===== config.mk =====
export PLATFORM = sky130hd
export DESIGN_NAME = program_loader
export DESIGN_NICKNAME = d
export VERILOG_FILES = /design/src/rtl/program_loader_pkg.sv /design/src/rtl/program_loader.sv
export SDC_FILE = /design/constraint.sdc
export NUM_CORES = 1
export LEC_CHECK = 0
export CORE_MARGIN = 5
export CORE_UTILIZATION = 41
export DETAILED_ROUTE_END_ITERATION = 6
export DONT_BUFFER_PORTS = 1
export GPL_TIMING_DRIVEN = 0
export HOLD_SLACK_MARGIN = 0.08
export PLACE_DENSITY_LB_ADDON = 0.12
export SETUP_SLACK_MARGIN = 0.02
export SYNTH_ARGS = -nofsm -noshare
export SYNTH_HDL_FRONTEND = slang
export SYNTH_SLANG_ARGS = --single-unit
export TNS_END_PERCENT = 1

===== constraint.sdc =====
create_clock -name main_clk -period 4.9 [get_ports main_clk]
set_input_delay 0.98 -clock main_clk [delete_from_list [all_inputs] [get_ports main_clk]]
set_output_delay 0.98 -clock main_clk [all_outputs]
set_load 0.005 [all_outputs]

===== src/rtl/program_loader_pkg.sv =====
// Shared constants for the program loader: default widths, memory size and FSM encodings.
// Also imported by the data-path RAM so that its depth and the loader address range agree.
package program_loader_pkg;
  localparam int LDR_ADDR_WIDTH = 9;
  localparam int LDR_DATA_WIDTH = 8;
  localparam int LDR_START_ADDR = 0;
  localparam int LDR_MEM_BYTES  = 1 << LDR_ADDR_WIDTH;

  localparam logic [1:0] ST_LOAD  = 2'd0;
  localparam logic [1:0] ST_DONE  = 2'd1;
  localparam logic [1:0] ST_ERROR = 2'd2;
endpackage


===== src/rtl/program_loader.sv =====
// Streams program bytes into the data-path RAM; write port is registered (1 cycle after accept).
// Backpressure: in_ready is high only while loading; it drops once the load finishes or overflows.
module program_loader
  import program_loader_pkg::*;
#(
  parameter int ADDR_WIDTH = LDR_ADDR_WIDTH,
  parameter int DATA_WIDTH = LDR_DATA_WIDTH,
  parameter int START_ADDR = LDR_START_ADDR
) (
  input  logic                  main_clk,
  input  logic                  reset,
  input  logic                  reload,
  input  logic                  in_valid,
  input  logic [DATA_WIDTH-1:0] in_data,
  input  logic                  in_last,
  output logic                  in_ready,
  output logic                  mem_we,
  output logic [ADDR_WIDTH-1:0] mem_addr,
  output logic [DATA_WIDTH-1:0] mem_data,
  output logic                  cpu_reset,
  output logic                  done,
  output logic                  overflow_err,
  output logic [ADDR_WIDTH:0]   byte_count
);
  localparam logic [ADDR_WIDTH-1:0] START_PTR = ADDR_WIDTH'(START_ADDR);
  localparam logic [ADDR_WIDTH-1:0] LAST_PTR  = '1;

  logic [1:0]            state_q, state_d;
  logic [ADDR_WIDTH-1:0] ptr_q, ptr_d;
  logic [ADDR_WIDTH:0]   cnt_q, cnt_d;
  logic                  we_q, we_d;
  logic [ADDR_WIDTH-1:0] addr_q, addr_d;
  logic [DATA_WIDTH-1:0] data_q, data_d;
  logic                  cpu_rst_q, cpu_rst_d;
  logic                  xfer;

  assign in_ready = (state_q == ST_LOAD);
  assign xfer     = in_valid & in_ready;

  always_comb begin
    state_d = state_q;
    ptr_d   = ptr_q;
    cnt_d   = cnt_q;
    we_d    = 1'b0;
    addr_d  = addr_q;
    data_d  = data_q;
    case (state_q)
      ST_LOAD: begin
        if (xfer) begin
          we_d   = 1'b1;
          addr_d = ptr_q;
          data_d = in_data;
          cnt_d  = cnt_q + 1'b1;
          // The pointer saturates at the top of memory rather than wrapping onto the program start.
          if (ptr_q != LAST_PTR) ptr_d = ptr_q + 1'b1;
          if (in_last) state_d = ST_DONE;
          else if (ptr_q == LAST_PTR) state_d = ST_ERROR;
        end
      end
      ST_DONE, ST_ERROR: begin
        if (reload) begin
          state_d = ST_LOAD;
          ptr_d   = START_PTR;
          cnt_d   = '0;
        end
      end
      default: state_d = ST_LOAD;
    endcase
    // Released one cycle into DONE so the final registered write lands before the CPU runs.
    cpu_rst_d = !((state_q == ST_DONE) && !reload);
  end

  always_ff @(posedge main_clk or posedge reset) begin
    if (reset) begin
      state_q   <= ST_LOAD;
      ptr_q     <= START_PTR;
      cnt_q     <= '0;
      we_q      <= 1'b0;
      addr_q    <= START_PTR;
      data_q    <= '0;
      cpu_rst_q <= 1'b1;
    end else begin
      state_q   <= state_d;
      ptr_q     <= ptr_d;
      cnt_q     <= cnt_d;
      we_q      <= we_d;
      addr_q    <= addr_d;
      data_q    <= data_d;
      cpu_rst_q <= cpu_rst_d;
    end
  end

  assign mem_we       = we_q;
  assign mem_addr     = addr_q;
  assign mem_data     = data_q;
  assign cpu_reset    = cpu_rst_q;
  assign done         = (state_q == ST_DONE);
  assign overflow_err = (state_q == ST_ERROR);
  assign byte_count   = cnt_q;
endmodule


==> flow_summary_export.csv, run 1 <==
group,metric,value,unit
run_status,outcome,"complete, no violations",
detailed_routing,vias,1396,
cells_and_area,antennaDiodeCount,0,
yosys,postSynthAreaPerCell,10.9,um2
detailed_routing,drt_iter0_drc,74,
cts,clk_latency,290,ps
cts,clock_sink_count,40,
placed_design,place_congestion,0.747,
floorplanning,initial_core_util,41.4,%
floorplanning,rows,25,
critical_path,endpoint,"ptr_q[7]",
critical_path,path_class,"reg -> reg",
timing,hold_violations,0,
grt,grt_overflow,0,
cells_and_area,final_cells,238,
timing,rsz0062_at_grt,"no",
critical_path,arrival,2690,ps
yosys,synthDistinctLibCells,40,
floorplanning,die_width,78.6,um
detailed_routing,drt_pre_antenna_iters,4,
yosys,netlist_instances,177,
yosys,ys_ff_latch,40,
timing,fin_skew,4.39,ps
yosys,syn_nets,196,
critical_path,rr_endpoint,"ptr_q[7]",
cts,cts_buffers,5,
floorplanning,ios,45,
yosys,synth.top_cells.by_area,"dfrtp_1 51%, mux2_2 11%, o21ai_0 5.2%",
floorplanning,die_h,78.6,um
yosys,synth_seq_area_share,51.9,%
cts,cts_resized,0,
cells_and_area,fin_nets,203,
critical_path,cp-start-kind,"flip-flop",
timing,slew_headroom,44.7,%
critical_path,end_kind,"flip-flop",
yosys,yosys-top-cells-count,"39 x dfrtp_1, 20 x o21ai_0, 18 x mux2_2",
timing,timing.final.crit_share,51.4,%
timing,worst_pin_slew,829,ps
cts,root_buffer,"clkbuf_8",
cts,path_clk_slew,70,ps
critical_path,rr_worst_depth,9,
worst_hold_path,hp-class,"reg -> reg",
floorplanning,fp.dieArea,6180,um2
detailed_routing,drcViolationCount,0,
timing,min_period,2520,ps
cts,clock_path_buffers,2,
cells_and_area,drive_gt1_share,17.9,%
grt,grt_pass1_vias,1406,
timing,achievable-frequency,397,MHz
detailed_routing,routed_wl,4190,um
yosys,netlist_area,1930,um2
critical_path,critPathLaunch,"ptr_q[0]",
power,cellPowerDensity,512,nW/um2
grt,grt_max_degree,41,
grt,grt_usage,14.1,%
detailed_routing,routedWlPerCell,17.6,um
cts,postCtsSetupBuffers,0,
run,drv_cap,0,
yosys,ys_async_sr_fraction,100,%
detailed_routing,viasPerCell,5.87,
floorplanning,core,4660,um2
power,ir_drop,0.195,mV
cells_and_area,final_util,44.5,%
power,leakage,0.000904,uW
critical_path,worstReg2RegStart,"ptr_q[0]",
yosys,yosys_warnings,0,
cts,cts_tree,"built",
cts,cts_max_level,2,
placed_design,hpwl,3020,um
yosys,synth_edf_count,0,
placed_design,buffer_ports.inserted,0,
grt,grt_pass1_wl,6750,um
yosys,synth_ff_type,"dfrtp_1",
timing,setup_viol,0,
critical_path,r2r_slack,2380,ps
cells_and_area,fillCellCount,425,
grt,antenna_found_initial,0,
yosys,netlist.area_leader.share,50.6,%
yosys,synth_largest_area_cell,"dfrtp_1",
timing,fin_setup_tns,0,ps
timing,finalMaxSlewViolations,0,
cts,cts_hold_buf,0,
yosys,synth.most_common_cell,"dfrtp_1",
critical_path,path_max_fanout,10,
cells_and_area,area_growth,7.52,%
critical_path,cp_data_required_time,5070,ps
detailed_routing,ant_nets,0,
placed_design,dpl.cell_count,231,
placed cells by master, fill, tap and decap left out, types with 3 or more instances in the layout:
master	instances
ha_1	6
clkbuf_1	4
nand4_1	4
a31oi_1	5
nor3_1	3
mux2_2	18
nor2_1	7
dfrtp_1	39
nor2b_1	4
clkbuf_8	5
nand2_1	12
a21oi_1	7
nand3_1	3
inv_1	6
and3_1	4
o21ai_0	20
nand2b_1	4
routing by layer:
metal	track usage [%]	vias up	wire length [um]
li1	-	656	-
met1	15.1	702	1660
met2	24.3	31	2180
met3	5.62	7	271
met4	6.64	0	80
met5	0	-	0
critical path, stage by stage (launching register included):
cell and delay, ps:
dfrtp_1 460, ha_1 300, and3_1 200, and3_1 180
ha_1 230, nand2b_1 160, a211o_1 320, clkbuf_1 220
a22oi_1 230, o41ai_1 100
worst min path at each step:
stage	to	cells past startpoint	slack [ps]	start
floorplan	ptr_q[4]	1	460	ptr_q[4]
global placement	ptr_q[4]	1	500	ptr_q[4]
detailed placement	ptr_q[4]	1	510	ptr_q[4]
CTS	ptr_q[4]	1	520	ptr_q[4]
global route	ptr_q[4]	1	540	ptr_q[4]
finish	ptr_q[4]	1	520	ptr_q[4]
logic make-up (layout without fill, tap and decap cells):
kind of cell | after synthesis | after routing | share of synthesized area, %
simple gates | 50 | 50 | 14.5
compound gates | 45 | 45 | 14.1
flops | 40 | 40 | 51.9
mux | 18 | 18 | 10.5
buf+inv | 16 | 23 | 4.15
fa+ha+maj | 6 | 6 | 3.89
xor+xnor | 2 | 2 | 0.908
power breakdown:
| part | switching [uW] | total (uW) | internal (uW) |
|---|---|---|---|
| Sequential | 104 | 531 | 427 |
| Clock | 109 | 206 | 96.8 |
| Combinational | 177 | 324 | 148 |
| Total | 390 | 1060 | 672 |
cell type report:
class                   count  area (um2)  share of cell area [%]
flip-flops and latches     40        1000                    48.3
multi-input cells         121         847                    40.8
clock buffers               6        72.6                    3.50
well taps                  54        67.6                    3.26
plain buffers               8        50.0                    2.41
inverters                   8        30.0                    1.45
clock inverters             1        5.00                   0.241
registers in the layout, indices dropped and copies added (netlist names):
register,flops
state_q,2
ptr_q,9
mem_we,1
byte_count,10
mem_addr,9
cpu_reset,1
mem_data,8
metrics by stage:
step                setup slack (ps)  hold WS, ps  power, uW  area, um2
global placement                2310          504        849       2000
global route                    2250          537       1140       2070
floorplan                       2570          461        770       1930
finish                          2380          517       1060       2070
CTS                             2390          519       1080       2070
detailed placement              2290          508        866       2000
No activity file was read; power rests on OpenSTA's default activity.
==> inputs of run 2 (changes only) <==
==> constraint.sdc (replaced) <==
create_clock -name main_clk -period 2.31 [get_ports main_clk]
set_input_delay 0.462 -clock main_clk [delete_from_list [all_inputs] [get_ports main_clk]]
set_output_delay 0.462 -clock main_clk [all_outputs]
set_load 0.005 [all_outputs]
==> run 2 against run 1 <==
Global-route usage grew 0.097 points. Die area is the same. Register-to-register slack lost 2300 ps. Worst hold slack lost 310 ps. Combinational power grew 140%. Critical path depth shrank 2. First-iteration DRC count grew 11%. Critical endpoint is now byte_count[7].
==> flow_summary_export.csv, run 2 (synthesis results as in run 1) <==
group,metric,value,unit
cts,clk_latency,290,ps
power,pwr-share-comb,33.4,%
power,internal_power,1480,uW
floorplanning,initial_core_util,41.4,%
detailed_routing,ant_nets,0,
placed_design,buffer_ports.inserted,0,
detailed_routing,drcViolationCount,0,
cells_and_area,antennaDiodeCount,0,
cells_and_area,fin_nets,205,
detailed_routing,routedWlPerCell,17.7,um
cells_and_area,drive_gt1_share,24.7,%
timing,worst_slack,50.2,ps
run,drv_cap,0,
floorplanning,ios,45,
critical_path,rr_endpoint,"byte_count[7]",
critical_path,rr_worst_depth,7,
timing,worst_pin_slew,826,ps
critical_path,cp-start-kind,"flip-flop",
power,clkPwrFrac,18.7,%
detailed_routing,viasPerCell,5.96,
floorplanning,die_h,78.6,um
critical_path,cp_data_required_time,2530,ps
critical_path,r2r_slack,50,ps
timing,slew_headroom,44.8,%
grt,grt_usage,14.2,%
cts,clock_path_buffers,2,
timing,fin_skew,4.52,ps
cells_and_area,design_area,2140,um2
grt,grt_overflow,0,
floorplanning,core,4660,um2
grt,grt_max_degree,41,
cells_and_area,fillCellCount,419,
cts,clock_sink_count,40,
cells_and_area,final_cell_mix,"36 x dfrtp_1, 18 x mux2_2, 17 x o21ai_0",
cts,root_buffer,"clkbuf_8",
timing,setup_viol,0,
timing,finalMaxSlewViolations,0,
critical_path,path_max_fanout,10,
detailed_routing,routed_wl,4260,um
timing,holdWs,208,ps
power,swShare,36.5,%
cts,path_clk_slew,80,ps
power,power.switching,852,uW
critical_path,arrival,2480,ps
critical_path,end_kind,"flip-flop",
floorplanning,fp.dieArea,6180,um2
detailed_routing,drt_iter0_drc,82,
power,leakage,0.000914,uW
grt,grt_pass1_wl,6800,um
cells_and_area,final_util,46.0,%
timing,min_period,2260,ps
cts,cts_buffers,5,
grt,antenna_found_initial,0,
critical_path,path_class,"reg -> reg",
power,p_seq_share,47.9,%
power,ir_drop,0.428,mV
placed_design,dpl_cell_area,2000,um2
cells_and_area,final_common_cell,"dfrtp_1",
cells_and_area,largest_reg_flops,10,
timing,achievable-frequency,443,MHz
timing,hold_violations,0,
power,cellPowerDensity,1090,nW/um2
detailed_routing,drt_pre_antenna_iters,4,
detailed_routing,vias,1431,
run_status,outcome,"complete, no violations",
cts,cts_tree,"built",
floorplanning,die_width,78.6,um
worst_hold_path,hp-class,"in -> async",
timing,rsz0062_at_grt,"yes",
placed_design,place_worst_setup_slack,-184,ps
cts,cts_max_level,2,
placed_design,place_congestion,0.747,
timing,timing.final.crit_share,97.8,%
floorplanning,rows,25,
cells_and_area,area_growth,11.0,%
placed_design,hpwl,3020,um
critical_path,worstReg2RegStart,"state_q[1]",
grt,grt_pass1_vias,1421,
cts,cts_hold_buf,0,
==> run 2: cell count changes in the layout (fill, tap and decap cells not counted), moves of 2 or more <==
cell,delta
dfrtp_1,-3
o21ai_0,-3
ha_1,-2
o21ai_1,+3
dfrtp_2,+3
buf_4,+3
==> run 2: repair_timing <==
action,4_1_cts,5_1_grt
setup buffers,3,0
pin swaps,0,1
resized for setup,8,11
endpoints found under the setup margin,16,25
==> run 2: area by class of cell <==
type                       instances  area [um2]  area share (%)
sequential                        40        1010            47.0
buffer                             7        56.3            2.63
multi-input combinational        121         878            41.0
inverter                           8        33.8            1.58
timing repair buffer               3        22.5            1.05
tap                               54        67.6            3.15
clock inverter                     1        5.00           0.234
clock buffer                       6        72.6            3.39
==> run 2: worst max-delay path by stage <==
stage          depth (start not counted)  startpoint  slack [ps]             to
6_report                               7  state_q[1]          50  byte_count[7]
5_1_grt                                7  state_q[1]         -80  byte_count[7]
4_1_cts                                9    ptr_q[4]          10       ptr_q[7]
3_5_place_dp                           9    ptr_q[0]        -180       ptr_q[7]
3_3_place_gp                           9    ptr_q[0]        -150       ptr_q[7]
2_1_floorplan                          9    ptr_q[0]          80       ptr_q[7]
==> run 2: routing by layer <==
layer,track usage (%),share of wire (%),up-vias
li1,-,-,665
met1,15.1,39,728
met2,24.5,53,31
met3,5.62,6.2,7
met4,6.64,1.8,0
met5,0,0,-
==> run 2: through the flow <==
| stage | cells | setup TNS, ps | power (uW) |
|---|---|---|---|
| 2_1_floorplan | 177 | 0 | 1630 |
| 3_3_place_gp | 231 | -919 | 1800 |
| 3_5_place_dp | 231 | -1250 | 1840 |
| 4_1_cts | 240 | 0 | 2330 |
| 5_1_grt | 240 | -84.4 | 2500 |
| 6_report | 240 | 0 | 2330 |
==> run 2: worst max-delay path: stages (launching register included) <==
cell and delay (ps):
dfrtp_1 390, inv_1 80, ha_1 280, clkbuf_4 190, o211ai_1 200, or3_4 390
or4_1 520, a21oi_1 150
==> run 2: power by group through the flow <==
stage	sequential [uW]	clock, uW	combinational (uW)
after floorplan	1080	0	557
after global placement	1140	0	662
after detailed placement	1150	0	690
after CTS	1110	458	756
after global routing	1150	489	865
final	1120	437	778
==> inputs of run 3 (changes only) <==
--- a/config.mk
+++ b/config.mk
@@ -7,6 +7,7 @@
 export LEC_CHECK = 0
 export CORE_MARGIN = 5
 export CORE_UTILIZATION = 41
+export CTS_CLUSTER_SIZE = 24
 export DETAILED_ROUTE_END_ITERATION = 6
 export DONT_BUFFER_PORTS = 1
 export GPL_TIMING_DRIVEN = 0
==> results of run 3 <==
Final layout, timing and power as in run 2 (identical DEF).
